$ cat src/rtl/var_delay_line_if.sv
// var_delay_line_if: data, control and status bundle of the variable delay line
interface var_delay_line_if #(
    parameter int NUM_BITS = 1,
    parameter int PTR_BITS = 4
);
    logic                en;
    logic [NUM_BITS-1:0] din;
    logic                din_valid;
    logic                delay_load;
    logic [PTR_BITS:0]   delay_in;
    logic [NUM_BITS-1:0] dout;
    logic                dout_valid;
    logic [PTR_BITS:0]   cur_delay;
    logic                primed;
    modport master (
        output en, din, din_valid, delay_load, delay_in,
        input  dout, dout_valid, cur_delay, primed
    );
    modport slave (
        input  en, din, din_valid, delay_load, delay_in,
        output dout, dout_valid, cur_delay, primed
    );
endinterface

$ cat src/rtl/var_delay_line.sv
// var_delay_line: run-time programmable, stallable delay line built on a circular buffer
module var_delay_line #(
    parameter int NUM_BITS      = 1,
    parameter int MAX_CYCLES    = 16,
    parameter int PTR_BITS      = 4,
    parameter int DEFAULT_DELAY = 1
) (
    input logic             clk,
    input logic             reset,
    var_delay_line_if.slave io
);
    localparam logic [PTR_BITS:0]   MAXC = (PTR_BITS + 1)'(MAX_CYCLES);
    localparam logic [PTR_BITS:0]   DEF  = (PTR_BITS + 1)'(DEFAULT_DELAY);
    localparam logic [PTR_BITS-1:0] LAST = PTR_BITS'(MAX_CYCLES - 1);
    logic [NUM_BITS-1:0]   mem [MAX_CYCLES];
    logic [MAX_CYCLES-1:0] valid, valid_n;
    logic [PTR_BITS-1:0]   wptr, rptr;
    logic [PTR_BITS:0]     cur, fill, clamped, wext;
    assign wext    = {1'b0, wptr};
    // explicit wrap keeps the read tap correct for non power-of-two depths
    assign rptr    = PTR_BITS'(wext >= cur ? wext - cur : wext + MAXC - cur);
    assign clamped = io.delay_in == '0 ? (PTR_BITS + 1)'(1) :
                     io.delay_in > MAXC ? MAXC : io.delay_in;
    assign io.dout       = mem[rptr];
    assign io.dout_valid = valid[rptr];
    assign io.cur_delay  = cur;
    assign io.primed     = fill >= cur;
    always_comb begin
        valid_n = io.delay_load ? '0 : valid;
        if (io.en) valid_n[wptr] = io.din_valid;
    end
    always_ff @(posedge clk) begin
        if (reset) begin
            wptr  <= '0;
            cur   <= DEF;
            fill  <= '0;
            valid <= '0;
            for (int i = 0; i < MAX_CYCLES; i++) mem[i] <= '0;
        end else begin
            valid <= valid_n;
            if (io.delay_load) begin
                cur  <= clamped;
                fill <= '0;
            end
            if (io.en) begin
                mem[wptr] <= io.din;
                wptr      <= wptr == LAST ? '0 : wptr + 1'b1;
                fill      <= io.delay_load ? (PTR_BITS + 1)'(1) : fill == MAXC ? fill : fill + 1'b1;
            end
        end
    end
endmodule

$ cat src/flat_wrapper.sv
// flat-port wrapper written by rule: the top's interface ports become plain ports
module var_delay_line_flat 
#(
    parameter int NUM_BITS      = 1,
    parameter int MAX_CYCLES    = 16,
    parameter int PTR_BITS      = 4,
    parameter int DEFAULT_DELAY = 1
)
  (clk, reset, io_en, io_din, io_din_valid, io_delay_load, io_delay_in, io_dout, io_dout_valid, io_cur_delay, io_primed);
  var_delay_line_if #(.NUM_BITS(NUM_BITS), .PTR_BITS(PTR_BITS)) io_i ();
  input logic clk;
  input logic reset;
  input wire logic [$bits(io_i.en)-1:0] io_en;
  input wire logic [$bits(io_i.din)-1:0] io_din;
  input wire logic [$bits(io_i.din_valid)-1:0] io_din_valid;
  input wire logic [$bits(io_i.delay_load)-1:0] io_delay_load;
  input wire logic [$bits(io_i.delay_in)-1:0] io_delay_in;
  output wire logic [$bits(io_i.dout)-1:0] io_dout;
  output wire logic [$bits(io_i.dout_valid)-1:0] io_dout_valid;
  output wire logic [$bits(io_i.cur_delay)-1:0] io_cur_delay;
  output wire logic [$bits(io_i.primed)-1:0] io_primed;
  assign io_i.en = io_en;
  assign io_i.din = io_din;
  assign io_i.din_valid = io_din_valid;
  assign io_i.delay_load = io_delay_load;
  assign io_i.delay_in = io_delay_in;
  assign io_dout = io_i.dout;
  assign io_dout_valid = io_i.dout_valid;
  assign io_cur_delay = io_i.cur_delay;
  assign io_primed = io_i.primed;
  var_delay_line #(.NUM_BITS(NUM_BITS), .MAX_CYCLES(MAX_CYCLES), .PTR_BITS(PTR_BITS), .DEFAULT_DELAY(DEFAULT_DELAY)) u_core (.clk(clk), .reset(reset), .io(io_i));
endmodule
$ cat config.mk
export PLATFORM = sky130hd
export DESIGN_NAME = var_delay_line_flat
export DESIGN_NICKNAME = d
export VERILOG_FILES = /design/src/rtl/var_delay_line_if.sv /design/src/rtl/var_delay_line.sv /design/src/flat_wrapper.sv
export SDC_FILE = /design/constraint.sdc
export NUM_CORES = 1
export LEC_CHECK = 0
export ABC_AREA = 1
export BUFFER_PORTS_ARGS = -buffer_cell sky130_fd_sc_hd__buf_2
export CORE_ASPECT_RATIO = 0.6
export CORE_MARGIN = 1
export CORE_UTILIZATION = 35
export DETAILED_ROUTE_END_ITERATION = 10
export PLACE_DENSITY_LB_ADDON = 0.05
export SYNTH_ARGS = -nofsm -noshare
export SYNTH_HDL_FRONTEND = slang
export SYNTH_SLANG_ARGS = --single-unit
$ cat constraint.sdc
create_clock -name clk -period 2.15 [get_ports clk]
set_input_delay 0.215 -clock clk [delete_from_list [all_inputs] [get_ports clk]]
set_output_delay 0.215 -clock clk [all_outputs]
set_load 0.02 [all_outputs]
# ---- Word-level counts from Yosys, hierarchy flattened
# Memory sizes are Yosys's and may differ from the RTL's.
# Cells that the tools add are included.
# Widths: inputs -> output; s select.
dict set report totals {
  n_memories 1
  output_inout_bits 8
  ramBits 16
  register_bits 30
  input_bits 11
}
# memory depth width rd rd_ports_with_merged_regs wr line_no
set memory_table {}
lappend memory_table {u_core.mem 16 1 1 0 16 var_delay_line.sv:15} ;# logic [NUM_BITS-1:0] mem [MAX_CYCLES];
dict set report op_classes {
  muxes 23
  magnitude_cmp 6
  addsub 5
  n_reduce_logical 5
  n_eq_ne 3
}
# operator count
set op_table {}
lappend op_table {{$mux 16} 2}
lappend op_table {{$mux 5} 6}
lappend op_table {{$bwmux 16} 1}
lappend op_table {{$mux 4} 3}
lappend op_table {{$lt 4x5->1 const B} 2}
lappend op_table {{$mux 1} 9}
lappend op_table {{$add 4x1->4 const B} 2}
lappend op_table {{$sub 4x4->4} 2}
lappend op_table {{$add 5x1->5 const B} 1}
lappend op_table {{$eq 5x5->1 const B} 1}
lappend op_table {{$ge 4x5->1} 1}
lappend op_table {{$ge 5x5->1} 1}
lappend op_table {{$gt 5x5->1 const B} 1}
lappend op_table {{$logic_not 5->1} 1}
lappend op_table {{$bmux 1 s4} 1}
lappend op_table {{$demux 1 s4} 1}
lappend op_table {{$eq 4x4->1 const B} 1}
lappend op_table {{$ge 4x1->1 const B} 1}
lappend op_table {{$ne 2x2->1 const B} 1}
lappend op_table {{$reduce_and 2->1} 1}
lappend op_table {{$reduce_bool 2->1} 1}
lappend op_table {{$logic_and 1x1->1} 1}
lappend op_table {{$reduce_or 1->1} 1}

# ---- Depth between registers and ports, before layout
# Gate-level depths: netlist of the first run.
dict set report depth {
  word_depth 6
  ltp_mapped 12
  depth_no_buf 11
}

# ---- Least setup slack after synthesis of the first run
# No wires, ideal clock.
dict set report synth_timing {
  kind {reg-to-output}
  start {register u_core.cur[0], in the netlist u_core.io.cur_delay[0]}
  end {output io_dout}
  n_path_buf 1
  arrival_ps 1882
  path_slack_ps 53
  required_time_ps 1935
  stages_incl_launch_ff 12
  path_cell_list {dfxtp_1 > ha_1 > inv_1 > fa_1 > buf_2 > inv_1 > nand3_1 > nand2_1 > nand2_1 > nand2_1 > nand2_1 > nand2_1}
}
dict set report synth_via {
  elab_chain_cells 3
  word_cells_on_any_way 5
}
# item line_no
set synth_rtl {}
lappend synth_rtl {{start, declared} var_delay_line.sv:18} ;# logic [PTR_BITS:0] cur, fill, clamped, wext;
lappend synth_rtl {{start signal, assigned} var_delay_line.sv:42} ;# cur <= clamped;
lappend synth_rtl {{$sub 4x4->4 / $ge 4x5->1 (equally long branches)} var_delay_line.sv:21} ;# assign rptr = PTR_BITS'(wext >= cur ? wext - cur : wext + MAXC - cur);
lappend synth_rtl {{$mux 4 (*)} var_delay_line.sv:21}
lappend synth_rtl {{$mem_v2 16x1 (*)} --}
lappend synth_rtl {{end, declared} flat_wrapper.sv:18} ;# output wire logic [$bits(io_i.dout)-1:0] io_dout;
# Every way passes the cells marked *; elsewhere a longest branch is shown, timed or not.

# ---- Worst setup path after layout of the first run
dict set report layout_timing {
  start {register u_core.wptr[0]}
  end {output io_dout}
}
dict set report layout_via {
  elab_chain_cells 4
  word_cells_on_any_way 6
}
# item line_no
set layout_rtl {}
lappend layout_rtl {{start, declared} var_delay_line.sv:17} ;# logic [PTR_BITS-1:0] wptr, rptr;
lappend layout_rtl {{start signal, assigned} var_delay_line.sv:47} ;# wptr <= wptr == LAST ? '0 : wptr + 1'b1;
lappend layout_rtl {{$add 4x1->4} var_delay_line.sv:21}
lappend layout_rtl {{$sub 4x4->4} var_delay_line.sv:21}
lappend layout_rtl {{$mux 4 (*)} var_delay_line.sv:21}
lappend layout_rtl {{$mem_v2 16x1 (*)} --}
# Marks and branches as above.

==> results.sh, run 1 <==
export IMPL_status="finished, violations left"
export IMPL_violations="setup timing"
export IMPL_p_clk_frac=0.411
export IMPL_synth_compound_area_frac=0.09860
export IMPL_min_to="u_core.io.cur_delay[2]$_SDFFE_PP0P_"
export IMPL_synth_edf_count=16
export IMPL_synthMuxAreaShare=0
export IMPL_synth_top_area_share=0.2161
export IMPL_ir_drop_mv=0.3111
export IMPL_rows=24
export IMPL_synthTopCellsByArea="dfxtp_1, edfxtp_1, nand2_1"
export IMPL_hold_violations=0
export IMPL_synthCells=389
export IMPL_clock_path_buffers=2
export IMPL_overflow=0
export IMPL_insertion_delay_ns=0.29
export IMPL_synth_largest_area_cell="dfxtp_1"
export IMPL_period_needed_ns=2.279
export IMPL_synth_most_common_cell="nand2_1"
export IMPL_top_layer="met4"
export IMPL_drive_gt1_frac=0.1550
export IMPL_synth_seq_cells=46
export IMPL_min_path_cells=3
export IMPL_cap_violations=0
export IMPL_yosys_area_share_adder=0.07024
export IMPL_switching_share=0.2776
export IMPL_grtUsageTotal=0.1999
export IMPL_fp_dieH_um=71.02
export IMPL_first_global_vias=2131
export IMPL_cts_clk_slew_worst_paths_ns=0.07
export IMPL_synth_commonest_cells="nand2_1, inv_1, nor2_1"
export IMPL_rrSetupSlack_ns=0.39
export IMPL_async_flop_share=0
export IMPL_cts_buffers=5
export IMPL_critPathKind="reg2out"
export IMPL_power_switching_w=0.0006881
export IMPL_r2r_start="u_core.wptr[1]$_SDFFE_PP0P_"
export IMPL_htreeDepth=2
export IMPL_antenna_left=0
export IMPL_slew_violations=0
export IMPL_leakage_nw=1.536
export IMPL_met3_length_um=718
export IMPL_yosys_warnings=0
export IMPL_cts_setup_buffers=0
export IMPL_root_buffer="clkbuf_16"
export IMPL_fmax_mhz=438.9
export IMPL_met1Wirelength_mm=4.328
export IMPL_postCtsHoldBufs=0
export IMPL_synth_avg_cell_area_um2=7.144
export IMPL_setup_viol=2
export IMPL_layout_setup_ws_ns=-0.1286
export IMPL_powerDensity_nw_per_um2=769.4
export IMPL_wl_met2_mm=2.357
export IMPL_gp_congestion=0.8178
export IMPL_arrival_ns=2.06
export IMPL_drc=0
export IMPL_worst_pin_slew_ns=0.4226
export IMPL_fillers=791
export IMPL_cp_start_kind="flop"
export IMPL_cts_tree="built"
export IMPL_synth_simple_area_share=0.2850
export IMPL_vias=2430
export IMPL_vias_per_cell=4.700
export IMPL_timing_rr_end="u_core.mem[5]$_SDFFCE_PN0P_"
export IMPL_ys_types=28
export IMPL_drt_iter0_drc=168
export IMPL_wl_per_cell_um=14.43
export IMPL_synth_xor_area_share=0.01216
export IMPL_dr_pass1_iters=4
export IMPL_p_comb_frac=0.209
export IMPL_nets=438
export IMPL_core_um2=7477
export IMPL_syn2layout_area_growth_pct=15.94
export IMPL_die_w_um=117.0
export IMPL_synth_area_um2=2779
export IMPL_hold_path_class="in2reg"
export IMPL_utilization=0.4309
export IMPL_cp_end_kind="primary output"
export IMPL_multiInputGateArea_um2=1320
export IMPL_power_internal_w=0.001791
export IMPL_maxSlewHeadroom=0.7179
export IMPL_worstPathMaxFanout=5
export IMPL_synthesis_nets=415
export IMPL_die_area_um2=8312
export IMPL_seq_area_frac_synth=0.3890
export IMPL_synth_main_ff_cell="dfxtp_1"
export IMPL_period_share=1.060
export IMPL_rsz0062_at_grt="true"
export IMPL_cts_sinks=46
export IMPL_synth_top_family_by_area="simple AND/OR/NAND/NOR gates"
export IMPL_seqCellArea_um2=1084
export IMPL_ios=19
export IMPL_routed_wl_mm=7.460
export IMPL_start_util=0.3717
export IMPL_cp_data_required_time_ns=1.93
export IMPL_port_buffers=18
export IMPL_n_antenna_cell=0
export IMPL_grt_pass1_wl_mm=11.93
export IMPL_p_seq_frac=0.380
export IMPL_hp_start="io_delay_in[2]"
export IMPL_antenna_found_initial=0
export IMPL_dp_hpwl_mm=5.637
export IMPL_grt_max_degree=27
export IMPL_setup_tns_ns=-0.2515
export IMPL_ff2ff_path_depth=7
export IMPL_clock_skew_ns=0.005409
-- layer usage --
layer  global-route usage  vias up
met2               0.2137       78
met1               0.3590     1093
met3              0.04713        5
li1                     -     1254
met4              0.04641        0
met5                    0        -
-- metrics by stage --
step | setup slack [ns] | cells | hold WS [ns] | total power [W] | instance area [um^2]
5_1_grt | -0.2440 | 517 | 0.1925 | 0.002614 | 3222
6_report | -0.1286 | 517 | 0.1696 | 0.002479 | 3222
2_1_floorplan | 0.05255 | 389 | 0.3537 | 0.001293 | 2779
3_5_place_dp | 0.05661 | 509 | 0.4671 | 0.001433 | 2980
3_3_place_gp | 0.1028 | 509 | 0.4589 | 0.001441 | 2980
4_1_cts | -0.1687 | 517 | 0.1692 | 0.002506 | 3222
-- how the worst max path moves through the flow --
| stage | start | end | cells past startpoint | slack [ns] |
|---|---|---|---|---|
| finish | u_core.wptr[0]$_SDFFE_PP0P_ | io_dout | 12 | -0.13 |
| global route | u_core.wptr[0]$_SDFFE_PP0P_ | io_dout | 12 | -0.24 |
| CTS | u_core.wptr[0]$_SDFFE_PP0P_ | io_dout_valid | 12 | -0.17 |
| detailed placement | u_core.wptr[0]$_SDFFE_PP0P_ | io_dout_valid | 12 | 0.06 |
| global placement | u_core.wptr[0]$_SDFFE_PP0P_ | io_dout_valid | 12 | 0.10 |
| floorplan | u_core.io.cur_delay[0]$_SDFFE_PP1P_ | io_dout | 11 | 0.05 |
-- critical path, stage by stage, from the launching register on --
cell,delay (ns)
dfxtp_2,0.32
inv_2,0.07
ha_4,0.13
inv_2,0.04
fa_2,0.57
buf_6,0.13
nand3_2,0.07
nand2_1,0.07
nand2_1,0.05
nand2_1,0.07
nand2_1,0.05
nand2_1,0.08
buf_6,0.12
-- registers in the layout (all words and copies together), names as in the netlist --
signal / flops
u_core.io.cur_delay: 5
u_core.mem: 16
u_core.fill: 5
u_core.wptr: 4
u_core.valid: 16
-- power by group through the flow --
stage | clock network, W | registers [W] | logic (W)
detailed placement | 0 | 0.000960 | 0.000474
global route | 0.00109 | 0.000945 | 0.000582
CTS | 0.00105 | 0.000942 | 0.000517
floorplan | 0 | 0.000963 | 0.000330
global placement | 0 | 0.000959 | 0.000482
finish | 0.00102 | 0.000943 | 0.000518
-- final cells by class --
cell class / instances / share of cell area
sequential: 46 / 0.3363
multi-input combinational: 251 / 0.4097
tap: 104 / 0.04039
clock inverter: 3 / 0.02136
inverter: 79 / 0.09359
timing repair buffer: 29 / 0.05981
clock buffer: 5 / 0.03883
-- what timing repair did --
action,in CTS,in global routing
pin swaps,4,1
setup endpoints to repair,2,2
gates cloned,0,0
gates resized for setup,16,0
-- cells by family after synthesis --
logic type,count (synthesis)
adders and majority gates,15
xor gates and xnor gates,3
DFF,46
and+or+nand+nor,189
AOI/OAI and AO/OA,44
buffers and inverters,92
-- placed cells by master (no fill, tap or decap) --
cell and instances:
xnor2_2 1, nor2_1 35, buf_6 4, inv_2 4
fa_2 1, a211oi_1 2, o21ai_0 21, xor2_1 1
xnor2_1 1, nand3_2 3, o31ai_2 5, nand2_1 109
nand4_1 5, nand2_4 1, buf_4 9, clkinv_4 1
inv_4 2, clkbuf_16 5, ha_1 13, dfxtp_2 2
nor3_1 3, o31ai_1 3, inv_1 73, nand2_2 6
edfxtp_1 16, nand3_1 26, ha_4 1, o2111ai_1 1
nor2_2 1, a21oi_1 12, buf_2 16, bufinv_16 2
dfxtp_1 28
Note: power is estimated with default switching activity, not from simulation.
==> run 2, diff against run 1 <==
--- a/config.mk
+++ b/config.mk
@@ -8,4 +8,5 @@
 export ABC_AREA = 1
 export BUFFER_PORTS_ARGS = -buffer_cell sky130_fd_sc_hd__buf_2
+export CAP_MARGIN = 20
 export CORE_ASPECT_RATIO = 0.6
 export CORE_MARGIN = 1
==> constraint.sdc (replaced) <==
create_clock -name clk -period 2.8 [get_ports clk]
set_input_delay 0.42 -clock clk [delete_from_list [all_inputs] [get_ports clk]]
set_output_delay 0.42 -clock clk [all_outputs]
set_load 0.02 [all_outputs]
==> results.sh, run 2 (synthesis gave the netlist of run 1 again) <==
export IMPL_cp_slowest_cell="fa_2"
export IMPL_wl_per_cell_um=14.21
export IMPL_first_global_vias=2192
export IMPL_start_util=0.3717
export IMPL_htreeDepth=2
export IMPL_grtUsageTotal=0.2019
export IMPL_timing_rr_end="u_core.mem[13]$_SDFFCE_PN0P_"
export IMPL_core_um2=7477
export IMPL_fmax_mhz=374.3
export IMPL_root_buffer="clkbuf_16"
export IMPL_period_share=0.9541
export IMPL_antenna_found_initial=0
export IMPL_arrival_ns=2.25
export IMPL_startpoint="u_core.wptr[0]$_SDFFE_PP0P_"
export IMPL_powerDensity_nw_per_um2=595.9
export IMPL_dp_hpwl_mm=5.435
export IMPL_cp_cell_sequence="inv_4 -> ha_1 -> inv_2 -> fa_2 -> buf_6 -> buf_4 -> nand3_1 -> nand2_1 -> nand2_1 -> nand2_1 -> nand2_1 -> nand2_1 -> buf_6"
export IMPL_n_antenna_cell=0
export IMPL_clock_path_buffers=2
export IMPL_cts_tree="built"
export IMPL_ir_drop_mv=0.2499
export IMPL_leakage_nw=1.528
export IMPL_slew_violations=0
export IMPL_overflow=0
export IMPL_worstPathMaxFanout=5
export IMPL_routed_wl_mm=7.317
export IMPL_layout_common_cells="nand2_1, inv_1, nor2_1, dfxtp_1, nand3_1"
export IMPL_drc=0
export IMPL_p_comb_frac=0.207
export IMPL_r2r_start="u_core.wptr[1]$_SDFFE_PP0P_"
export IMPL_crit_top_cell="nand2_1"
export IMPL_hold_path_class="in2reg"
export IMPL_postCtsHoldBufs=0
export IMPL_p_clk_frac=0.413
export IMPL_vias=2401
export IMPL_cp_data_required_time_ns=2.38
export IMPL_grt_pass1_wl_mm=11.92
export IMPL_power_switching_w=0.0005383
export IMPL_cp_start_kind="flop"
export IMPL_max_stage_delay_ns=0.64
export IMPL_cts_clk_slew_worst_paths_ns=0.06
export IMPL_cp_end_kind="primary output"
export IMPL_cap_violations=0
export IMPL_fp_dieH_um=71.02
export IMPL_worst_pin_slew_ns=0.4621
export IMPL_insertion_delay_ns=0.30
export IMPL_layout_setup_ws_ns=0.1285
export IMPL_grt_max_degree=27
export IMPL_drt_iter0_drc=180
export IMPL_clock_skew_ns=0.005447
export IMPL_setup_tns_ns=0
export IMPL_instances_no_fill=515
export IMPL_die_area_um2=8312
export IMPL_critPathKind="reg2out"
export IMPL_port_buffers=18
export IMPL_rrSetupSlack_ns=1.08
export IMPL_crit_path_end="io_dout"
export IMPL_dp_worst_setup_slack_ns=0.2143
export IMPL_p_seq_frac=0.380
export IMPL_power_internal_w=0.001367
export IMPL_vias_per_cell=4.662
export IMPL_period_needed_ns=2.672
export IMPL_ios=19
export IMPL_rows=24
export IMPL_reg_largest_list="u_core.mem x16, u_core.valid x16"
export IMPL_gp_congestion=0.8259
export IMPL_setup_viol=0
export IMPL_syn2layout_area_growth_pct=15.08
export IMPL_maxSlewHeadroom=0.6915
export IMPL_status="finished, final reports clean"
export IMPL_dpl_cell_count=502
export IMPL_switching_share=0.2825
export IMPL_ff2ff_path_depth=7
export IMPL_drive_gt1_frac=0.1484
export IMPL_cts_buffers=5
export IMPL_final_common_cell="nand2_1"
export IMPL_antenna_left=0
export IMPL_cts_sinks=46
export IMPL_hold_violations=0
export IMPL_die_w_um=117.0
export IMPL_nets=436
export IMPL_dr_pass1_iters=5
## run 2: metrics by stage
stage / hold slack (ns) / utilization / total power, W / cell area (um^2)
floorplan: 0.4421 / - / 0.0009930 / 2779
global placement: 0.4523 / 0.3916 / 0.001085 / 2928
detailed placement: 0.4544 / 0.3916 / 0.001083 / 2928
CTS: 0.3557 / 0.4182 / 0.001878 / 3127
global route: 0.3753 / 0.4277 / 0.002009 / 3198
finish: 0.3637 / 0.4277 / 0.001906 / 3198
## run 2: timing repair
action | 4_1_cts | 5_1_grt
setup buffers | 0 | 5
pin swaps | 0 | 4
resized for setup | 3 | 14
setup endpoints to repair | 2 | 2
gates cloned | 0 | 0
## run 2: how the worst min path moves through the flow
stage | from | end | slack [ns] | cells after the start
after floorplan | u_core.valid[1]$_SDFF_PP0_ | u_core.valid[1]$_SDFF_PP0_ | 0.44 | 2
after global placement | u_core.valid[1]$_SDFF_PP0_ | u_core.valid[1]$_SDFF_PP0_ | 0.45 | 2
after detailed placement | u_core.valid[1]$_SDFF_PP0_ | u_core.valid[1]$_SDFF_PP0_ | 0.45 | 2
after CTS | io_delay_in[0] | u_core.io.cur_delay[0]$_SDFFE_PP1P_ | 0.36 | 3
after global routing | io_delay_in[3] | u_core.io.cur_delay[3]$_SDFFE_PP0P_ | 0.38 | 3
final | io_delay_in[1] | u_core.io.cur_delay[1]$_SDFFE_PP0P_ | 0.36 | 3
## run 2: power groups by stage
stage	logic (W)	clock network [W]	registers, W
final	0.000395	0.000788	0.000723
after global routing	0.000446	0.000838	0.000725
after CTS	0.000353	0.000802	0.000723
after detailed placement	0.000345	0	0.000738
after global placement	0.000348	0	0.000737
after floorplan	0.000254	0	0.000739
## run 2: critical path: cells and delay by family (launching register included)
family / cells / cell delay [ns]
fa+ha+maj: 2 / 0.79
buf+inv: 5 / 0.45
flops: 1 / 0.36
simple gates: 6 / 0.35
## run 2: final cells by class
| class | instances | area [um^2] |
|---|---|---|
| Inverter | 79 | 306.5 |
| Timing Repair Buffer | 27 | 173.9 |
| Sequential cell | 46 | 1086 |
| Clock buffer | 5 | 125.1 |
| Clock inverter | 3 | 63.81 |
| Tap cell | 104 | 130.1 |
| Multi-Input combinational cell | 251 | 1313 |
| Fill cell | 798 | 4279 |
## run 2: metal layers
| metal | GRT usage | up-vias | wire length (um) |
|---|---|---|---|
| met5 | 0 | - | 0 |
| met4 | 0.08017 | 0 | 112 |
| met3 | 0.04627 | 7 | 471 |
| met2 | 0.2288 | 69 | 2385 |
| met1 | 0.3397 | 1076 | 4347 |
| li1 | - | 1249 | - |
